File: config.mk
export PLATFORM = sky130hd
export DESIGN_NAME = box_painter
export DESIGN_NICKNAME = d
export VERILOG_FILES = /design/src/rtl/box_painter.sv
export SDC_FILE = /design/constraint.sdc
export NUM_CORES = 1
export LEC_CHECK = 0
export CAP_MARGIN = 10
export CORE_MARGIN = 8
export CORE_UTILIZATION = 31
export CTS_BUF_LIST = sky130_fd_sc_hd__clkbuf_8
export DETAILED_ROUTE_END_ITERATION = 10
export HOLD_SLACK_MARGIN = 0.05
export SLEW_MARGIN = 25
export SYNTH_ARGS = -nofsm -noshare
export SYNTH_HDL_FRONTEND = slang
export SYNTH_SLANG_ARGS = --single-unit
File: constraint.sdc
create_clock -name CLOCK_50 -period 6.5 [get_ports CLOCK_50]
set_clock_uncertainty 0.1 [all_clocks]
set_input_delay 1.3 -clock CLOCK_50 [delete_from_list [all_inputs] [get_ports CLOCK_50]]
set_output_delay 1.3 -clock CLOCK_50 [all_outputs]
set_load 0.005 [all_outputs]
File: src/rtl/box_painter.sv
// box_painter: streams every pixel of a BOX_W x BOX_H rectangle into the VGA
// adapter's pixel-write port after a single start request.
// Pixels are sent one per accepted beat in row-major order, starting at the top-left pixel.
// Pixels outside SCREEN_W x SCREEN_H are skipped in one cycle without waiting on px_ready.
// Build option: define BOX_PAINTER_BORDER_EN to paint the outline in BORDER_COLOR.
// An erase (colour 0) always produces a solid fill.

module box_painter #(
    parameter int unsigned BOX_W        = 64,
    parameter int unsigned BOX_H        = 24,
    parameter int unsigned SCREEN_W     = 640,
    parameter int unsigned SCREEN_H     = 480,
    parameter logic [8:0]  BORDER_COLOR = 9'b000_000_000
) (
    input  logic       CLOCK_50,
    input  logic       reset,
    input  logic       start,
    input  logic [9:0] x0,
    input  logic [8:0] y0,
    input  logic [8:0] color,
    input  logic       px_ready,
    output logic       plot,
    output logic [9:0] px_x,
    output logic [8:0] px_y,
    output logic [8:0] px_color,
    output logic       busy,
    output logic       done
);

    localparam int unsigned CxW = (BOX_W > 1) ? $clog2(BOX_W) : 1;
    localparam int unsigned CyW = (BOX_H > 1) ? $clog2(BOX_H) : 1;

    localparam logic [CxW-1:0] CxLast = CxW'(BOX_W - 1);
    localparam logic [CyW-1:0] CyLast = CyW'(BOX_H - 1);

    // Limits are one bit wider than the coordinates.
    // A limit beyond the coordinate range therefore never clips.
    localparam logic [10:0] XLim = 11'((SCREEN_W > 2047) ? 2047 : SCREEN_W);
    localparam logic [9:0]  YLim = 10'((SCREEN_H > 1023) ? 1023 : SCREEN_H);

    typedef enum logic [1:0] {
        StIdle,
        StDraw,
        StFinish
    } state_e;

    state_e         state_q, state_d;
    logic [9:0]     x0_q, x0_d;
    logic [8:0]     y0_q, y0_d;
    logic [8:0]     color_q, color_d;
    logic [CxW-1:0] cx_q, cx_d;
    logic [CyW-1:0] cy_q, cy_d;

    logic [9:0] pix_x;
    logic [8:0] pix_y;
    logic       clipped;
    logic       last_col;
    logic       last_row;
    logic       beat_done;
    logic       border_hit;

    // Current pixel address, clip test and beat completion
    always_comb begin
        pix_x     = x0_q + 10'(cx_q);
        pix_y     = y0_q + 9'(cy_q);
        clipped   = ({1'b0, pix_x} >= XLim) || ({1'b0, pix_y} >= YLim);
        last_col  = (cx_q == CxLast);
        last_row  = (cy_q == CyLast);
        // A clipped pixel completes its beat without waiting on the adapter.
        beat_done = (state_q == StDraw) && (clipped || px_ready);
    end

    // Outline detection; constant 0 unless the border build is selected
    always_comb begin
        border_hit = 1'b0;
`ifdef BOX_PAINTER_BORDER_EN
        border_hit = (color_q != 9'd0) &&
                     ((cx_q == '0) || last_col || (cy_q == '0) || last_row);
`else
        border_hit = 1'b0;
`endif
    end

    // FSM state register
    always_ff @(posedge CLOCK_50 or posedge reset) begin
        if (reset) begin
            state_q <= StIdle;
        end else begin
            state_q <= state_d;
        end
    end

    // FSM next-state logic
    always_comb begin
        state_d = state_q;
        unique case (state_q)
            StIdle: begin
                if (start) begin
                    state_d = StDraw;
                end
            end
            StDraw: begin
                if (beat_done && last_col && last_row) begin
                    state_d = StFinish;
                end
            end
            StFinish: begin
                state_d = StIdle;
            end
            default: begin
                state_d = StIdle;
            end
        endcase
    end

    // FSM outputs; the pixel bus reads zero outside DRAW
    always_comb begin
        plot     = 1'b0;
        busy     = 1'b0;
        done     = 1'b0;
        px_x     = 10'd0;
        px_y     = 9'd0;
        px_color = 9'd0;
        unique case (state_q)
            StIdle: begin
                busy = 1'b0;
            end
            StDraw: begin
                busy     = 1'b1;
                plot     = ~clipped;
                px_x     = pix_x;
                px_y     = pix_y;
                px_color = border_hit ? BORDER_COLOR : color_q;
            end
            StFinish: begin
                done = 1'b1;
            end
            default: begin
                busy = 1'b0;
            end
        endcase
    end

    // Request latch and column/row counters
    always_ff @(posedge CLOCK_50 or posedge reset) begin
        if (reset) begin
            x0_q    <= 10'd0;
            y0_q    <= 9'd0;
            color_q <= 9'd0;
            cx_q    <= '0;
            cy_q    <= '0;
        end else begin
            x0_q    <= x0_d;
            y0_q    <= y0_d;
            color_q <= color_d;
            cx_q    <= cx_d;
            cy_q    <= cy_d;
        end
    end

    // Latch the request in IDLE.
    // Otherwise, step the scan on each completed beat.
    always_comb begin
        x0_d    = x0_q;
        y0_d    = y0_q;
        color_d = color_q;
        cx_d    = cx_q;
        cy_d    = cy_q;
        if ((state_q == StIdle) && start) begin
            x0_d    = x0;
            y0_d    = y0;
            color_d = color;
            cx_d    = '0;
            cy_d    = '0;
        end else if (beat_done) begin
            if (last_col) begin
                cx_d = '0;
                // The final beat leaves both counters at zero for the next box.
                cy_d = last_row ? '0 : (cy_q + CyW'(1));
            end else begin
                cx_d = cx_q + CxW'(1);
            end
        end
    end

endmodule
======== Yosys cells after proc, flatten, opt, wreduce, memory -nomap -nowiden ========
Index checks and enable logic that the tools add are counted.
word-level totals
  input bits .............................. 32
  memories ................................ 0
  bits in writable memories ............... 0
  output and inout port bits .............. 31
  bits in registers ....................... 41
  ROM bits ................................ 0
  bits in latches ......................... 0
cells by class
  add/sub/neg operators ................... 4
  divide/modulo/power cells ............... 0
  shift operators ......................... 0
  multiplexer cells ....................... 16
  bitwise gates (word level) .............. 1
  $lt $le $gt $ge ......................... 2
  multiply operators ...................... 0
  eq/ne operators ......................... 6
  reduce and logical (&&, ||, !) cells .... 11
operators by type and width
  kind                                           number
  two-way mux 5 bit                              4
  two-way mux 6 bit                              3
  two-way mux 9 bit                              2
  adder 10 x 6 -> 10 bit                         1
  >= comparator 10 bit, second input constant    1
  two-way mux 10 bit                             1
  adder 9 x 5 -> 9 bit                           1
  >= comparator 9 bit, second input constant     1
  adder 6 x 1 -> 6 bit, second input constant    1
  == test 6 bit, second input constant           1
  adder 5 x 1 -> 5 bit, second input constant    1
  == test 5 bit, second input constant           1
  logical AND 1 bit                              4
  two-way mux 2 bit                              2
  case mux 2 bit (2 select lines)                1
  AND reduction 2 bit                            2
  nonzero test 2 bit                             2
  two-way mux 1 bit                              3
  == test 2 x 1 -> 1 bit, second input constant  1
  == test 2 bit, second input constant           1
  logical NOT 2 bit                              1
  logical OR 1 bit                               2
  != test 2 x 1 -> 1 bit, second input constant  1
  != test 2 bit, second input constant           1
  NOT 1 bit                                      1

======== Longest topological paths before layout ========
Gate-level depths: netlist of run 1.
  depth in word-level cells ............... 9
  gate-level depth with buffers ........... 10
  depth with buffers taken out ............ 9

======== Worst setup path after synthesis of run 1 ========
Ideal clock, no wire load.
  path kind ............................... reg-to-output
  start ................................... register cx_q[0]
  end ..................................... output plot
  path slack .............................. 3.100 ns
  buffers on the path ..................... 0
  arrival time ............................ 2.000 ns
  cell stages (with the launch flop) ...... 8
  data required time ...................... 5.100 ns
  cell sequence ........................... dfrtp_1 ha_1 fa_1 a211o_1 a21oi_1 o221ai_1 o311ai_1 and4_1
on the way
  longest elaborated chain between the ends .. 5
RTL lines
  element                   RTL line  source
  start: declaration        51        logic [CxW-1:0] cx_q, cx_d;
  start signal: assignment  150       cx_q <= '0;
  start signal: assignment  156       cx_q <= cx_d;
  adder 10 x 6 -> 10 bit    64        pix_x = x0_q + 10'(cx_q);
  >= comparator 10 bit      66        clipped = ({1'b0, pix_x} >= XLim) || ({1'b0, pix_y} >= YLim);
  logical OR 1 bit          66
  NOT 1 bit                 130       plot = ~clipped;
  two-way mux 1 bit         124       unique case (state_q)
  end: declaration          22        output logic plot,
No other way between the ends.

======== Final worst setup path of run 1 ========
Same ends and word-level chain as after synthesis.

==> impl_results.md, run 1 <==
* Full die area at ~0.012 mm^2
* Main combinational cell family by area after synthesis: simple AND/OR/NAND/NOR gates
* Yosys warning count at 0
* Main synth FF type: dfrtp_1
* Setup CP Type: flop to output pin
* CP startpoint: cx_q[0]
* GP Congestion at 0.8181
* Leakage at 1.659 nW
* Synth Area in XOR/XNOR at 3.369%
* Share of layout cells above drive strength 1 at 4.813%
* Critical Path Sink: plot
* Final net count at 420
* R2R Setup Slk at ~3600 ps
* Reg2Reg Launch Point: cx_q[0]
* Post-route ant nets at 0
* Final TNS setup at 0 ps
* CTS tree: built
* # Max-Cap Violations at 0
* Syn-to-layout area delta at 32.48%
* TritonCTS Sinks at 41
* CTS resizes at 0
* Cell variety after synth at 51
* Register area share after synthesis at 39.46%
* Die Wd at 107.6 um
* Initial core utilization at 31.80%
* Hold-fix buffer count after cts at 0
* Clock Path Buffers at 2
* VDD IR max at 0.00009928 V
* Via-to-Cell Ratio at 4.898
* Core Footprint at 0.008175 mm^2
* Status: complete, no violations
* Diodes inserted at 0
* Site row count at 33
* WHS at 372.5 ps
* Tot Pwr at 0.0007021 W
* TritonCTS buffer count at 5
* Slew @ Worst Pin at between 600 and 700 ps
* Reg2reg end: cy_q[4]
* Clock Root Buffer: clkbuf_8
* # port buffers at 62
* Hpwl dp at 4854 um
* # IOs at 63
* Asr flop ratio synth at 100.0%
* Fin crit period at around 4400 ps
* Die Ht at 107.6 um
* First-pass GRT wire length at around 12,000 um
* Vias after detailed routing at 2,346
* Mux cell area share after synthesis at 1.925%
* Filler cell count at 839
* Register area at 0.001026 mm^2
* Grt ovf at 0
* Critical Path Fanout Max at 5
* Pre-antenna DRT Iters at 4
* Synth top cells by count: nand2_1, dfrtp_1, nor2_1, and2_1, ha_1
* Final Setup Violations at 0
* Vias in the first global route at 2,418
* Total GRT Usage at 12.04%
* Post-synthesis compound-gate area fraction at between 10 and 15%
* Post-Syn Area at 0.002600 mm^2
* Routed wire length at 6699 um
* Largest net degree at the start of global routing at 42
* Synth Area in Adders at 7.796%
* Final setup margin at 2087 ps
* Multi-input logic area at between 0.001 and 0.0015 mm^2
* Top-area cell type share of the netlist area at 39.46%
* Synth Area per Inst at 8.228 um^2
* Crit end category: output pin
* Post-CTS Setup Bufs at 0
* Count of final hold-check violations at 0
* Cell taking the most area after synthesis: dfrtp_1
* Worst EP required at 5100 ps
* Drc violations at 0
* EDFF count, synth at 0
* Worst setup SP type: flop
* Pwr Density at 203.8 mW/mm^2
* Gate Count Post-Synth at 316
* Routed WL per cell at 13.99 um
* Reg2Reg Depth at 9
* Clk_lat worst skew at ~300 ps
* Mapped Nets at roughly 360
* Tcrit/Tclk final at around two thirds
* RSZ-0062 raised after global routing: false
* Iter 0 DRT Violations at 119
* Initial antenna violation count at 0
* Final Max Tran Viols at 0
* Post-synthesis register bit count at 41
* Dpl ws at 2405 ps
* Relative slew slack at 55.62%
* H-tree depth at 2
* CP arrival at ~3000 ps
* Synth top area cells: dfrtp_1, nand2_1, ha_1
* Count leader, synth: nand2_1
* Clock transition at the registers of the reported paths at ~90 ps
* Synth Area in Simple Gates at 31.71%
* Fmax at 226.6 MHz
* Hold Crit Class: flop to flop
-- metal layers --
metal / up-vias / wire length [um] / GRT usage, % / share of wire, %
li1: 1187 / - / - / -
met1: 1105 / 3175 / 15.09 / 47
met2: 48 / 3131 / 20.26 / 47
met3: 6 / 304 / 2.096 / 4.5
met4: 0 / 89 / 4.163 / 1.3
met5: - / 0 / 0 / 0
-- cells in the final DEF, fill, tap and decap left out, types with 3 or more instances in the layout --
master / n
nand2_1: 99
o21ai_1: 3
buf_4: 3
nor2_1: 22
clkbuf_8: 5
and3_1: 4
o21ai_0: 10
and2_1: 14
o211ai_1: 4
a21o_1: 3
nor3_1: 4
clkdlybuf4s50_1: 62
a21oi_1: 7
nand3_1: 10
xnor2_1: 5
or3_1: 3
inv_1: 5
xor2_1: 5
dfrtp_1: 41
a211oi_1: 4
mux2i_1: 5
ha_1: 13
o31ai_1: 3
nor3b_1: 3
-- critical path: stages (launching register included) --
cell and delay, ps:
dfrtp_1 440, ha_1 260, fa_1 440, a211o_1 290, a21oi_1 220, o221ai_1 160
o311ai_1 140, and4_1 260, clkdlybuf4s50_1 510
-- worst min-delay path by stage --
stage                          start         end  slack, ps  cells after the start
after floorplan           color_q[0]  color_q[0]        340                      2
after global placement    color_q[4]  color_q[4]        350                      2
after detailed placement  color_q[7]  color_q[7]        360                      2
after CTS                 color_q[7]  color_q[7]        380                      2
after global routing      color_q[7]  color_q[7]        410                      2
final                     color_q[7]  color_q[7]        370                      2
-- registers in the layout, indices dropped and copies added, names as in the netlist --
register and count:
cy_q 5, x0_q 10, y0_q 9, state_q 2, cx_q 6, color_q 9
-- logic make-up (layout without fill, tap and decap cells) --
group / count (synthesis) / count (layout)
adders and majority gates: 15 / 15
xor gates and xnor gates: 10 / 10
DFF: 41 / 41
muxes: 5 / 5
and+or+nand+nor: 177 / 177
AOI/OAI and AO/OA: 48 / 48
buffers and inverters: 20 / 78
-- power by group --
group	leakage [nW]	internal, W	switching, W
Combinational	1.04	0.0000889	0.0000691
Sequential	0.547	0.000272	0.0000247
Clock	0.0681	0.000153	0.0000946
Total	1.66	0.000514	0.000188
-- cell type report --
class	count	share of cell area (%)
inverter	5	0.5449
multi-input combinational	255	43.30
sequential	41	29.79
timing repair buffer	65	18.67
clock inverter	3	1.889
clock buffer	5	1.998
tap	105	3.814
-- per-stage QoR --
step	area [um^2]	utilization (%)	std cells
after detailed placement	3311	40.50	471
final	3445	42.13	479
after global placement	3309	40.48	471
after CTS	3445	42.13	479
after global routing	3445	42.13	479
after floorplan	2600	-	316
Note: power is estimated with default switching activity, not from simulation.
==> inputs of run 2 (changes only) <==
==> constraint.sdc (replaced) <==
create_clock -name CLOCK_50 -period 4.3 [get_ports CLOCK_50]
set_clock_uncertainty 0.1 [all_clocks]
set_input_delay 0.86 -clock CLOCK_50 [delete_from_list [all_inputs] [get_ports CLOCK_50]]
set_output_delay 0.86 -clock CLOCK_50 [all_outputs]
set_load 0.005 [all_outputs]
==> impl_results.md, run 2 (same netlist as run 1, synthesis figures left out) <==
* Final Instance Area at 0.003433 mm^2 (was 0.003445 mm^2)
* CTS resizes at 0 (unchanged)
* Critical path's largest stage delay at 500 ps (was 510 ps)
* Vias in the first global route at 2,427 (was 2,418)
* Die Ht at 107.6 um (unchanged)
* Fmax at about 250 MHz
* Initial antenna violation count at 0 (unchanged)
* Drc violations at 0 (unchanged)
* RSZ-0062 raised after global routing: false (unchanged)
* Worst EP required at 3340 ps (was 5100 ps)
* Pre-antenna DRT Iters at 4 (unchanged)
* Critical path buffers and inverters at 1 (unchanged)
* Die Wd at 107.6 um (unchanged)
* Fin crit period at 3953 ps
* Top flop regs: x0_q x10, color_q x9, y0_q x9 (unchanged)
* Internal power at 0.0007331 W (was 0.0005138 W)
* CTS tree: built (unchanged)
* Syn-to-layout area delta at 32.05% (was 32.48%)
* # port buffers at 62 (unchanged)
* Switching Share at 27.84% (was 26.83%)
* Sequential share of power at 44.2% (was 42.3%)
* Worst setup SP type: flop (unchanged)
* Final Max Tran Viols at 0 (unchanged)
* Status: complete, no violations (unchanged)
* CP Cell Sequence: ha_1 -> fa_1 -> a211o_1 -> a21oi_1 -> o221ai_1 -> o311ai_1 -> and4_1 -> clkdlybuf4s50_1 (unchanged)
* Clock Root Buffer: clkbuf_8 (unchanged)
* Grt met1 use at 15.55% (was 15.09%)
* Final Setup Violations at 0 (unchanged)
* Tot Pwr at 0.001016 W (was 0.0007021 W)
* Via-to-Cell Ratio at 4.927 (was 4.898)
* Tcrit/Tclk final at between 90% and 100%
* Reg with most FFs: x0_q (unchanged)
* Vias after detailed routing at 2,365 (was 2,346)
* Count of final hold-check violations at 0 (unchanged)
* Core Footprint at 0.008175 mm^2 (unchanged)
* Full die area at 0.01157 mm^2 (unchanged)
* Clock share of power at 31.9% (was 35.2%)
* Final net count at 421 (was 420)
* Post-CTS Setup Bufs at 0 (unchanged)
* Initial core utilization at 31.80% (unchanged)
* Net switching power at 0.0002828 W (was 0.0001884 W)
* First-pass GRT wire length at 11,760 um (was 11,530 um)
* Setup CP Type: flop to output pin (unchanged)
* Clock Path Buffers at 2 (unchanged)
* Hold-fix buffer count after cts at 0 (unchanged)
* # IOs at 63 (unchanged)
* Slew @ Worst Pin at 708.8 ps (was 665.0 ps)
* # Max-Cap Violations at 0 (unchanged)
* Met2 Use GR at 20.66% (was 20.26%)
* Diodes inserted at 0 (unchanged)
* Grt ovf at 0 (unchanged)
* Leakage at 1.658 nW (was 1.659 nW)
* Site row count at 33 (unchanged)
* CP arrival at 2990 ps (was 3010 ps)
* Crit end category: output pin (unchanged)
* VDD IR max at 0.0001642 V (was 0.00009928 V)
* Most common cell after layout, fill and taps aside: nand2_1 (unchanged)
* GR peak layer: met2 (unchanged)
* Met3 Track Usage GR at 2.455% (was 2.096%)
* Multi-input logic area at 0.001490 mm^2 (was 0.001491 mm^2)
* TritonCTS buffer count at 5 (unchanged)
* Critical path's slowest cell: clkdlybuf4s50_1 (unchanged)
* Logic pwr share at 23.9% (was 22.5%)
* Max reg flops at 10 (unchanged)
* Commonest cells after routing, fill and taps aside: nand2_1, clkdlybuf4s50_1, dfrtp_1, nor2_1, and2_1 (unchanged)
* Relative slew slack at 52.69% (was 55.62%)
* Clock transition at the registers of the reported paths at 80 ps (was 90 ps)
* Clk_lat worst skew at 290 ps (was 300 ps)
* Critical Path Fanout Max at 5 (unchanged)
* Routed WL per cell at 14.42 um (was 13.99 um)
* Largest delay share family, worst path: compound AO/OA/AOI/OAI gates (unchanged)
* Final TNS setup at 0 ps (unchanged)
* GP Congestion at 0.8233 (was 0.8181)
* Register area at 0.001026 mm^2 (unchanged)
* Hold Crit Class: flop to flop (unchanged)
* TritonCTS Sinks at 41 (unchanged)
* Filler cell count at 834 (was 839)
* Hpwl dp at 5133 um (was 4854 um)
* Pwr Density at 295.9 mW/mm^2 (was 203.8 mW/mm^2)
* DP Area at 0.003317 mm^2 (was 0.003311 mm^2)
* H-tree depth at 2 (unchanged)
* Share of layout cells above drive strength 1 at 4.533% (was 4.813%)
* Largest net degree at the start of global routing at 29 (was 42)
* Iter 0 DRT Violations at 104 (was 119)
* Routed wire length at 6920 um (was 6699 um)
* Post-route ant nets at 0 (unchanged)
* Total GRT Usage at 12.42% (was 12.04%)
## run 2: cell types whose count changed in the layout (fill, tap and decap cells not counted), sizes merged
cell / delta
buf: +1
bufinv: -1
clkinv: -1
inv: +1
clkbuf: +1
## run 2: tightest hold or removal path: stages, from the launching register on
cell and delay (ps):
dfrtp_1 340, nand2_1 50, nand2_1 60
## run 2: final timing paths
| check | to | start | cells after the start | slack (ps) |
|---|---|---|---|---|
| max in group asynchronous | cy_q[1] | reset | 3 | 2420 |
| worst min register to register | color_q[4] | color_q[4] | 2 | 370 |
| worst min-delay path | color_q[4] | color_q[4] | 2 | 370 |
| min in group asynchronous | color_q[2] | reset | 2 | 880 |
| worst max-delay path | plot | cx_q[0] | 8 | 350 |
| worst max register to register | cy_q[4] | cx_q[0] | 9 | 1390 |
## run 2: power by group through the flow
stage	registers (W)	logic (W)	clock network [W]
2_1_floorplan	0.000445	0.000136	0
3_3_place_gp	0.000456	0.000240	0
3_5_place_dp	0.000456	0.000244	0
4_1_cts	0.000449	0.000246	0.000337
5_1_grt	0.000455	0.000275	0.000356
6_report	0.000449	0.000243	0.000324
## run 2: routing by layer
metal | share of wire (%) | vias up
li1 | - | 1183
met1 | 47 | 1113
met2 | 47 | 60
met3 | 5.1 | 9
met4 | 1.5 | 0
met5 | 0 | -
## run 2: layout make-up
type / instances / share of cell area [%]
multi-input cells: 255 / 43.40
inverters: 5 / 0.5466
repair buffers: 66 / 18.95
clock inverters: 2 / 0.9840
flip-flops and latches: 41 / 29.88
clock buffers: 6 / 2.405
well taps: 105 / 3.827
## run 2: per-stage QoR
step           utilization [%]  cells  worst slack (ps)  hold WS (ps)
6_report                 42.00    480             346.8         372.9
5_1_grt                  42.00    480             140.9         402.3
4_1_cts                  42.00    480             316.4         378.5
3_5_place_dp             40.57    472             656.4         358.5
3_3_place_gp             40.57    472             691.2         350.1
2_1_floorplan                -    316              1340         337.4
